File: src/rtl/vec_mem_sequencer_pkg.sv
// Shared types and constants for the vector memory sequencer.
//   state_e   : sequencer FSM state encoding
//   LANES     : default number of 32-bit lanes per vector access
//   WORD_W    : memory word / lane width
//   VEC_W     : full vector width (LANES * WORD_W)
//   lane_addr : byte address of a lane, wrapping modulo 2^32
package vmem_pkg;

   localparam int unsigned LANES  = 4;
   localparam int unsigned WORD_W = 32;
   localparam int unsigned VEC_W  = 128;

   typedef enum logic [2:0] {
      StIdle,
      StStore,
      StLoad,
      StDrain,
      StDone
   } state_e;

   // 32-bit add drops the carry, so addresses wrap past 32'hFFFFFFFF.
   function automatic logic [WORD_W-1:0] lane_addr(input logic [WORD_W-1:0] base,
                                                   input int unsigned       lane,
                                                   input int unsigned       stride);
      return base + (lane * stride);
   endfunction

endpackage

File: src/rtl/vec_mem_sequencer_if.sv
// Single-port memory data bus between the sequencer and a memory.
//   mem_addr  : byte address presented to memory
//   mem_wdata : write data
//   mem_we    : write enable
//   mem_rdata : read data, valid one cycle after mem_addr
// master = sequencer side, slave = memory side.
interface vec_mem_sequencer_if;
   import vmem_pkg::*;

   logic [WORD_W-1:0] mem_addr;
   logic [WORD_W-1:0] mem_wdata;
   logic              mem_we;
   logic [WORD_W-1:0] mem_rdata;

   modport master (
      output mem_addr,
      output mem_wdata,
      output mem_we,
      input  mem_rdata
   );

   modport slave (
      input  mem_addr,
      input  mem_wdata,
      input  mem_we,
      output mem_rdata
   );

endinterface

File: src/rtl/vec_mem_sequencer.sv
// Vector load/store sequencer: splits one vector access into LANES single-word memory
// accesses on a shared memory port and reassembles load results.
//   clk        : clock, rising edge
//   reset      : synchronous active-low reset
//   start      : request pulse, accepted only when idle
//   is_store   : 1 = store, 0 = load (sampled with start)
//   base_addr  : byte address of lane 0 (sampled with start)
//   store_data : vector to store, lane k in bits 32k+31:32k (sampled with start)
//   busy       : stall request while the access is in flight
//   done       : one-cycle completion pulse
//   load_data  : assembled load vector, held until the next accepted load
//   mem        : memory data port (master side)
module vec_mem_sequencer #(
   parameter int unsigned LANES       = vmem_pkg::LANES,
   parameter int unsigned ADDR_STRIDE = 4
) (
   input  logic                       clk,
   input  logic                       reset,
   input  logic                       start,
   input  logic                       is_store,
   input  logic [31:0]                base_addr,
   input  logic [vmem_pkg::VEC_W-1:0] store_data,
   output logic                       busy,
   output logic                       done,
   output logic [vmem_pkg::VEC_W-1:0] load_data,
   vec_mem_sequencer_if.master        mem
);
   import vmem_pkg::*;

   localparam int unsigned    LaneW    = (LANES > 1) ? $clog2(LANES) : 1;
   localparam logic [LaneW-1:0] LastLane = LaneW'(LANES - 1);

   state_e           state_q;
   logic [LaneW-1:0] lane_q;
   logic [31:0]      base_q;
   logic [VEC_W-1:0] data_q;
   logic [VEC_W-1:0] load_q;
   logic             busy_q;
   logic             done_q;

   logic [LaneW-1:0] lane_nxt;
   logic [LaneW-1:0] lane_prev;

   assign lane_nxt  = lane_q + LaneW'(1);
   assign lane_prev = lane_q - LaneW'(1);

   // Bus outputs are registered: the beat for lane k is set up on the edge before it
   // appears, so lane 0 is driven straight from the request inputs on the accepting edge.
   always_ff @(posedge clk) begin
      if (!reset) begin
         state_q       <= StIdle;
         lane_q        <= '0;
         base_q        <= '0;
         data_q        <= '0;
         load_q        <= '0;
         busy_q        <= 1'b0;
         done_q        <= 1'b0;
         mem.mem_addr  <= '0;
         mem.mem_wdata <= '0;
         mem.mem_we    <= 1'b0;
      end else begin
         mem.mem_addr  <= '0;
         mem.mem_wdata <= '0;
         mem.mem_we    <= 1'b0;
         done_q        <= 1'b0;
         unique case (state_q)
            StIdle: begin
               if (start) begin
                  base_q       <= base_addr;
                  data_q       <= store_data;
                  lane_q       <= '0;
                  busy_q       <= 1'b1;
                  mem.mem_addr <= base_addr;
                  if (is_store) begin
                     state_q       <= StStore;
                     mem.mem_we    <= 1'b1;
                     mem.mem_wdata <= store_data[WORD_W-1:0];
                  end else begin
                     state_q <= StLoad;
                  end
               end
            end
            StStore: begin
               if (lane_q == LastLane) begin
                  state_q <= StDone;
                  busy_q  <= 1'b0;
                  done_q  <= 1'b1;
               end else begin
                  lane_q        <= lane_nxt;
                  mem.mem_addr  <= lane_addr(base_q, 32'(lane_nxt), ADDR_STRIDE);
                  mem.mem_wdata <= data_q[32'(lane_nxt) * WORD_W +: WORD_W];
                  mem.mem_we    <= 1'b1;
               end
            end
            StLoad: begin
               // Read data trails its address by one cycle, so this edge retires lane k-1.
               if (lane_q != '0) begin
                  load_q[32'(lane_prev) * WORD_W +: WORD_W] <= mem.mem_rdata;
               end
               if (lane_q == LastLane) begin
                  state_q <= StDrain;
               end else begin
                  lane_q       <= lane_nxt;
                  mem.mem_addr <= lane_addr(base_q, 32'(lane_nxt), ADDR_STRIDE);
               end
            end
            StDrain: begin
               load_q[(LANES - 1) * WORD_W +: WORD_W] <= mem.mem_rdata;
               state_q <= StDone;
               busy_q  <= 1'b0;
               done_q  <= 1'b1;
            end
            StDone: begin
               state_q <= StIdle;
            end
            default: begin
               state_q <= StIdle;
            end
         endcase
      end
   end

   assign busy      = busy_q;
   assign done      = done_q;
   assign load_data = load_q;

endmodule

File: src/flat_wrapper.sv
// flat-port wrapper written by rule: the top's interface ports become plain ports
module vec_mem_sequencer_flat import vmem_pkg::*;
#(
   parameter int unsigned LANES       = vmem_pkg::LANES,
   parameter int unsigned ADDR_STRIDE = 4
)
  (clk, reset, start, is_store, base_addr, store_data, busy, done, load_data, mem_mem_addr, mem_mem_wdata, mem_mem_we, mem_mem_rdata);
  vec_mem_sequencer_if mem_i ();
  input  logic clk;
  input  logic reset;
  input  logic start;
  input  logic is_store;
  input  logic [31:0] base_addr;
  input  logic [vmem_pkg::VEC_W-1:0] store_data;
  output logic busy;
  output logic done;
  output logic [vmem_pkg::VEC_W-1:0] load_data;
  output wire logic [$bits(mem_i.mem_addr)-1:0] mem_mem_addr;
  output wire logic [$bits(mem_i.mem_wdata)-1:0] mem_mem_wdata;
  output wire logic [$bits(mem_i.mem_we)-1:0] mem_mem_we;
  input wire logic [$bits(mem_i.mem_rdata)-1:0] mem_mem_rdata;
  assign mem_mem_addr = mem_i.mem_addr;
  assign mem_mem_wdata = mem_i.mem_wdata;
  assign mem_mem_we = mem_i.mem_we;
  assign mem_i.mem_rdata = mem_mem_rdata;
  vec_mem_sequencer #(.LANES(LANES), .ADDR_STRIDE(ADDR_STRIDE)) u_core (.clk(clk), .reset(reset), .start(start), .is_store(is_store), .base_addr(base_addr), .store_data(store_data), .busy(busy), .done(done), .load_data(load_data), .mem(mem_i));
endmodule
File: config.mk
export PLATFORM = sky130hd
export DESIGN_NAME = vec_mem_sequencer_flat
export DESIGN_NICKNAME = d
export VERILOG_FILES = /design/src/rtl/vec_mem_sequencer_pkg.sv /design/src/rtl/vec_mem_sequencer_if.sv /design/src/rtl/vec_mem_sequencer.sv /design/src/flat_wrapper.sv
export SDC_FILE = /design/constraint.sdc
export NUM_CORES = 1
export LEC_CHECK = 0
export ABC_AREA = 1
export CORE_MARGIN = 2
export CORE_UTILIZATION = 45
export CTS_BUF_LIST = sky130_fd_sc_hd__clkbuf_4 sky130_fd_sc_hd__clkbuf_8 sky130_fd_sc_hd__clkbuf_16
export CTS_CLUSTER_DIAMETER = 120
export DETAILED_ROUTE_END_ITERATION = 16
export PLACE_DENSITY = 0.75
export REMOVE_ABC_BUFFERS = 1
export SLEW_MARGIN = 5
export SYNTH_ARGS = -nofsm -noshare
export SYNTH_HDL_FRONTEND = slang
export SYNTH_SLANG_ARGS = --single-unit
File: constraint.sdc
create_clock -name clk -period 4.87 [get_ports clk]
set_input_delay 0.487 -clock clk [delete_from_list [all_inputs] [get_ports clk]]
set_output_delay 0.487 -clock clk [all_outputs]
set_load 0.005 [all_outputs]
# == Word level (Yosys, flattened, before mapping) ==
# Index checks and enable logic that the tools add are counted.
# totals
in_bits,196
word_cells,66
register_bits,360
output_inout_bits,195
# op_classes
n_mux,27
n_addsub,4
eq_ne,9
reduce_logical,12
shifts,3
# ops
op,n
one-hot mux 32 bit (2 select lines),3
2-to-1 mux 32 bit,5
bitwise mux 128 bit,1
2-to-1 mux 128 bit,1
variable shift 32 x 34 -> 128 bit (first input constant),1
indexed part select 128 x 8 -> 32 bit,1
indexed part select 32 x 34 -> 128 bit,1
negation 7 -> 34 bit,1
adder 32 x 4 -> 32 bit,1
one-hot mux 3 bit (4 select lines),1
2-to-1 mux 3 bit,3
AND reduction 3 bit,3
equality test 3 x 2 -> 1 bit (second input constant),2
2-to-1 mux 1 bit,6
2-to-1 mux 2 bit,3
inequality test 2 x 1 -> 1 bit (second input constant),3
AND reduction 2 bit,3
nonzero test 2 bit,3
inequality test 2 bit (second input constant),2
one-hot mux 1 bit (2 select lines),2
one-hot mux 2 bit (2 select lines),1
equality test 3 x 1 -> 1 bit (second input constant),1
zero test 3 bit,1
one-hot mux 1 bit (3 select lines),1
other kinds (5),5

# == Logic depth before layout (Yosys ltp) ==
# depth
depth_word,6
ltp_mapped,11
mapped_depth_nobuf,11

# == Least setup slack after synthesis ==
# No wires, ideal clock.
# synth_timing
path_kind,register to register
from,register u_core.lane_q[0]
to,register u_core.mem.mem_addr[10]
stages_incl_launch_ff,9
path_slack_ps,2544
path_buffers,0
period_less_slack_ps,2326
setup_ps,132
required_time_ps,4738
arrival_ps,2194
path_cell_list,dfxtp_1 > inv_2 > ha_1 > fa_1 > nand3_1 > nor2_1 > or2_2 > nand3_1 > a21oi_1
# synth_between
elab_chain_len,4
word_cells_on_any_way,5
cone_classes,2 x add/sub; 1 x eq/ne; 2 x mux
# synth_rtl
element,line_no,text
start: declaration,vec_mem_sequencer.sv:34,logic [LaneW-1:0] lane_q;
start signal: assignment,vec_mem_sequencer.sv:89,lane_q <= lane_nxt;
start signal: assignment,vec_mem_sequencer.sv:103,lane_q <= lane_nxt;
adder 2 x 1 -> 2 bit,vec_mem_sequencer.sv:44,assign lane_nxt = lane_q + LaneW'(1);
adder 32 x 4 -> 32 bit,vec_mem_sequencer_pkg.sv:25,return base + (lane * stride);
2-to-1 mux 32 bit (*),"vec_mem_sequencer.sv:84, vec_mem_sequencer.sv:100",
one-hot mux 32 bit (2 select lines) (*),vec_mem_sequencer.sv:66,unique case (state_q)
end signal: assignment,vec_mem_sequencer.sv:73,mem.mem_addr <= base_addr;
end signal: assignment,vec_mem_sequencer.sv:90,"mem.mem_addr <= lane_addr(base_q, 32'(lane_nxt), ADDR_STRIDE);"
end signal: assignment,vec_mem_sequencer.sv:104,"mem.mem_addr <= lane_addr(base_q, 32'(lane_nxt), ADDR_STRIDE);"
end: declaration,vec_mem_sequencer_if.sv:16,"output mem_addr,"
# Every way passes the cells marked *; elsewhere a longest branch is shown, timed or not.
# A chain may end at the register's enable or synchronous reset.

# == Final worst setup path ==
# layout_timing
from,register u_core.lane_q[0]
to,register u_core.load_q[49] (netlist: u_core.load_data[49])
# layout_between
elab_chain_len,4
word_cells_on_any_way,7
cone_classes,2 x add/sub; 2 x shift; 1 x mux; 2 x reduce/logical
# layout_rtl
element,line_no,text
subtractor 2 x 1 -> 2 bit,vec_mem_sequencer.sv:45,assign lane_prev = lane_q - LaneW'(1);
negation 7 -> 34 bit,vec_mem_sequencer.sv:98,load_q[32'(lane_prev) * WORD_W +: WORD_W] <= mem.mem_rdata;
indexed part select 32 x 34 -> 128 bit / variable shift 32 x 34 -> 128 bit (equally long branches),vec_mem_sequencer.sv:98,
bitwise mux 128 bit,vec_mem_sequencer.sv:98,
end signal: indexed assignment,vec_mem_sequencer.sv:98,
end signal: indexed assignment,vec_mem_sequencer.sv:108,load_q[(LANES - 1) * WORD_W +: WORD_W] <= mem.mem_rdata;
end: declaration,vec_mem_sequencer.sv:37,logic [VEC_W-1:0] load_q;
# Several ways; a longest one is shown, not always the timed one.

==> reports/metrics.cfg <==
[route]
route.vias.total = 14800
drt-initial-drc-count = 1293
drt_wl_total_um = 48300
vias_per_cell = 5.30
ant_nets = 0
wl_per_cell_um = 17.3
first_pass_iters = 5
drc = 0

[clock_tree]
insertion_delay_ns = 0.52
cts.sinks = 360
cts_tree = built
ctsResizeCount = 0
cts-root-buf = clkbuf_16
clk_path_buf_depth = 3
cts_setup_buffers = 0
cts_made_buffers = 38
htree_levels = 2
ctsHoldBuffers = 0
cts.clk_slew.worst_paths_ns = 0.06

[timing]
min_period_ns = 3.32
worstMarginPinSlew_ns = 1.25
finalSetupTns_ns = 0
slew_headroom = 0.164
slew_viol_final = 0
fin_skew_ns = 0.0109
finalCritPeriodShare = 0.682
fin_hold_ws_ns = 0.463
fmax_ghz = 0.301
rsz0062_at_grt = false
hold_viol_final = 0
setup_violations = 0

[yosys]
synth_seq_area_share = 0.482
syn-cell-area_mm2 = 0.0150
synth_top_flop_cell = dfxtp_1
netlist.top_cell.by_area = dfxtp_1
synth_top_area_frac = 0.482
async_flop_share = 0
ys_ff_latch = 360
synth_warnings = 0
synth_area_leaders = dfxtp_1, nor2_1, nand2_1
synth_edf_count = 0
yosys.cell_types.count = 38
avgSynthCellArea_um2 = 7.40
synthCells = 2022

[placement]
port_buffers = 390
place_hpwl_um = 31300
gp_congestion = 0.907

[power_and_ir_drop]
power_density_mw_per_mm2 = 472
irDropWorstVdd_mv = 0.392
cellLeakagePower_nw = 7.54

[setup_path]
path_max_fanout = 33
worstSetupStartpointType = flop
cp-end-kind = flop
worst-endpoint-arrival_ns = 3.76
crit_required_ns = 5.31
path_class = reg -> reg

[cells_and_area]
area_growth_pct = 33.7
layout_common_cells = nor2_1, clkdlybuf4s50_1, nand2_1
nets = 2530
drive_gt1_frac = 0.0557
n_antenna_cell = 0
layout_commonest_cell = nor2_1
fin_util = 0.613

[grt]
grt.total_usage = 0.270
grt_pass1_vias = 13900
antenna_found_initial = 2
grt_max_degree = 132
globalRoute.totalOverflow = 0
grt_pass1_wl_um = 74600

[hold_path]
hp-class = reg -> reg

[die]
die_area_mm2 = 0.0347
rows = 66
die_y_um = 186
start_util = 0.458
core_area_mm2 = 0.0326
ios = 391
die_x_um = 186

[status]
status = completed

[run]
drv_cap = 0

## layout make-up
cell class                      count  area, µm²
Clock buffer                       53       1140
Multi-Input combinational cell   1466       6710
Sequential cell                   360       7210
Tap cell                          442        553
Inverter                           51        196
Timing Repair Buffer              407       4030
Fill cell                        2916      12600
Clock inverter                     14        164
## where the power goes
part           switching, mW  internal, mW  leakage (nW)
Sequential             0.294          3.47          2.94
Clock                   1.19          1.80         0.646
Combinational           1.73         0.957          3.95
Total                   3.21          6.23          7.54
## flip-flops by register name (all words and copies together), names as in the netlist
signal and cells:
u_core.data_q 128, u_core.mem.mem_wdata 32, u_core.base_q 32, u_core.busy 1, u_core.state_q 3, u_core.load_data 128
u_core.mem.mem_addr 32, u_core.lane_q 2, u_core.done 1, u_core.mem.mem_we 1
## worst max-delay path, stage by stage (launching register included)
cell	delay, ns
dfxtp_1	0.54
inv_2	0.16
ha_1	0.52
inv_2	0.08
nor2_4	0.81
inv_2	0.57
nor2_1	0.26
nand3_1	0.10
a21oi_1	0.17
## kinds of logic (layout without fill, tap and decap cells)
logic type,after synthesis,after routing,synth area share
simple gates,978,978,0.267
compound gates,477,477,0.172
flops,360,360,0.482
buf+inv,196,525,0.0695
fa+ha+maj,10,10,0.00887
xor+xnor,1,1,0.000586
## synth_stat cells (2+ instances only)
cell type / count
nor2_1: 422
nand2_1: 385
dfxtp_1: 360
a21oi_1: 237
o21ai_0: 166
nand3_1: 130
a22oi_1: 65
buf_2: 50
clkbuf_1: 49
inv_1: 43
buf_4: 25
nor2_2: 19
ha_1: 9
clkbuf_8: 7
inv_2: 7
buf_6: 6
nand2_2: 6
nand4_1: 4
nor2_4: 4
or2_2: 3
buf_1: 2
clkbuf_4: 2
dlygate4sd1_1: 2
nand3b_1: 2
nor2_8: 2
o211ai_1: 2
o21bai_1: 2
## final timing paths
check | startpoint | endpoint | slack, ns | cells past startpoint
worst min register to register | u_core.load_data[50] | u_core.load_data[50] | 0.46 | 2
worst max register to register | u_core.lane_q[0] | u_core.load_data[49] | 1.55 | 8
worst min-delay path | u_core.load_data[50] | u_core.load_data[50] | 0.46 | 2
worst max-delay path | u_core.lane_q[0] | u_core.load_data[49] | 1.55 | 8
## metrics by stage
step / total power, mW / cells / cell area, µm² / setup slack [ns]
6_report: 9.44 / 2793 / 20000 / 1.55
5_1_grt: 9.96 / 2793 / 20000 / 1.36
4_1_cts: 9.47 / 2793 / 20000 / 1.63
3_5_place_dp: 6.47 / 2726 / 18700 / 1.64
3_3_place_gp: 6.41 / 2726 / 18700 / 1.76
2_1_floorplan: 5.26 / 1877 / 14100 / 1.93
## routing by layer
metal / up-vias / wire length [µm] / global-route usage
met5: - / 23 / 0
met4: 4 / 1720 / 0.101
met3: 102 / 5110 / 0.0824
met2: 664 / 21300 / 0.435
met1: 6804 / 20100 / 0.340
li1: 7221 / - / -
Power figures use the tool's default switching activity.
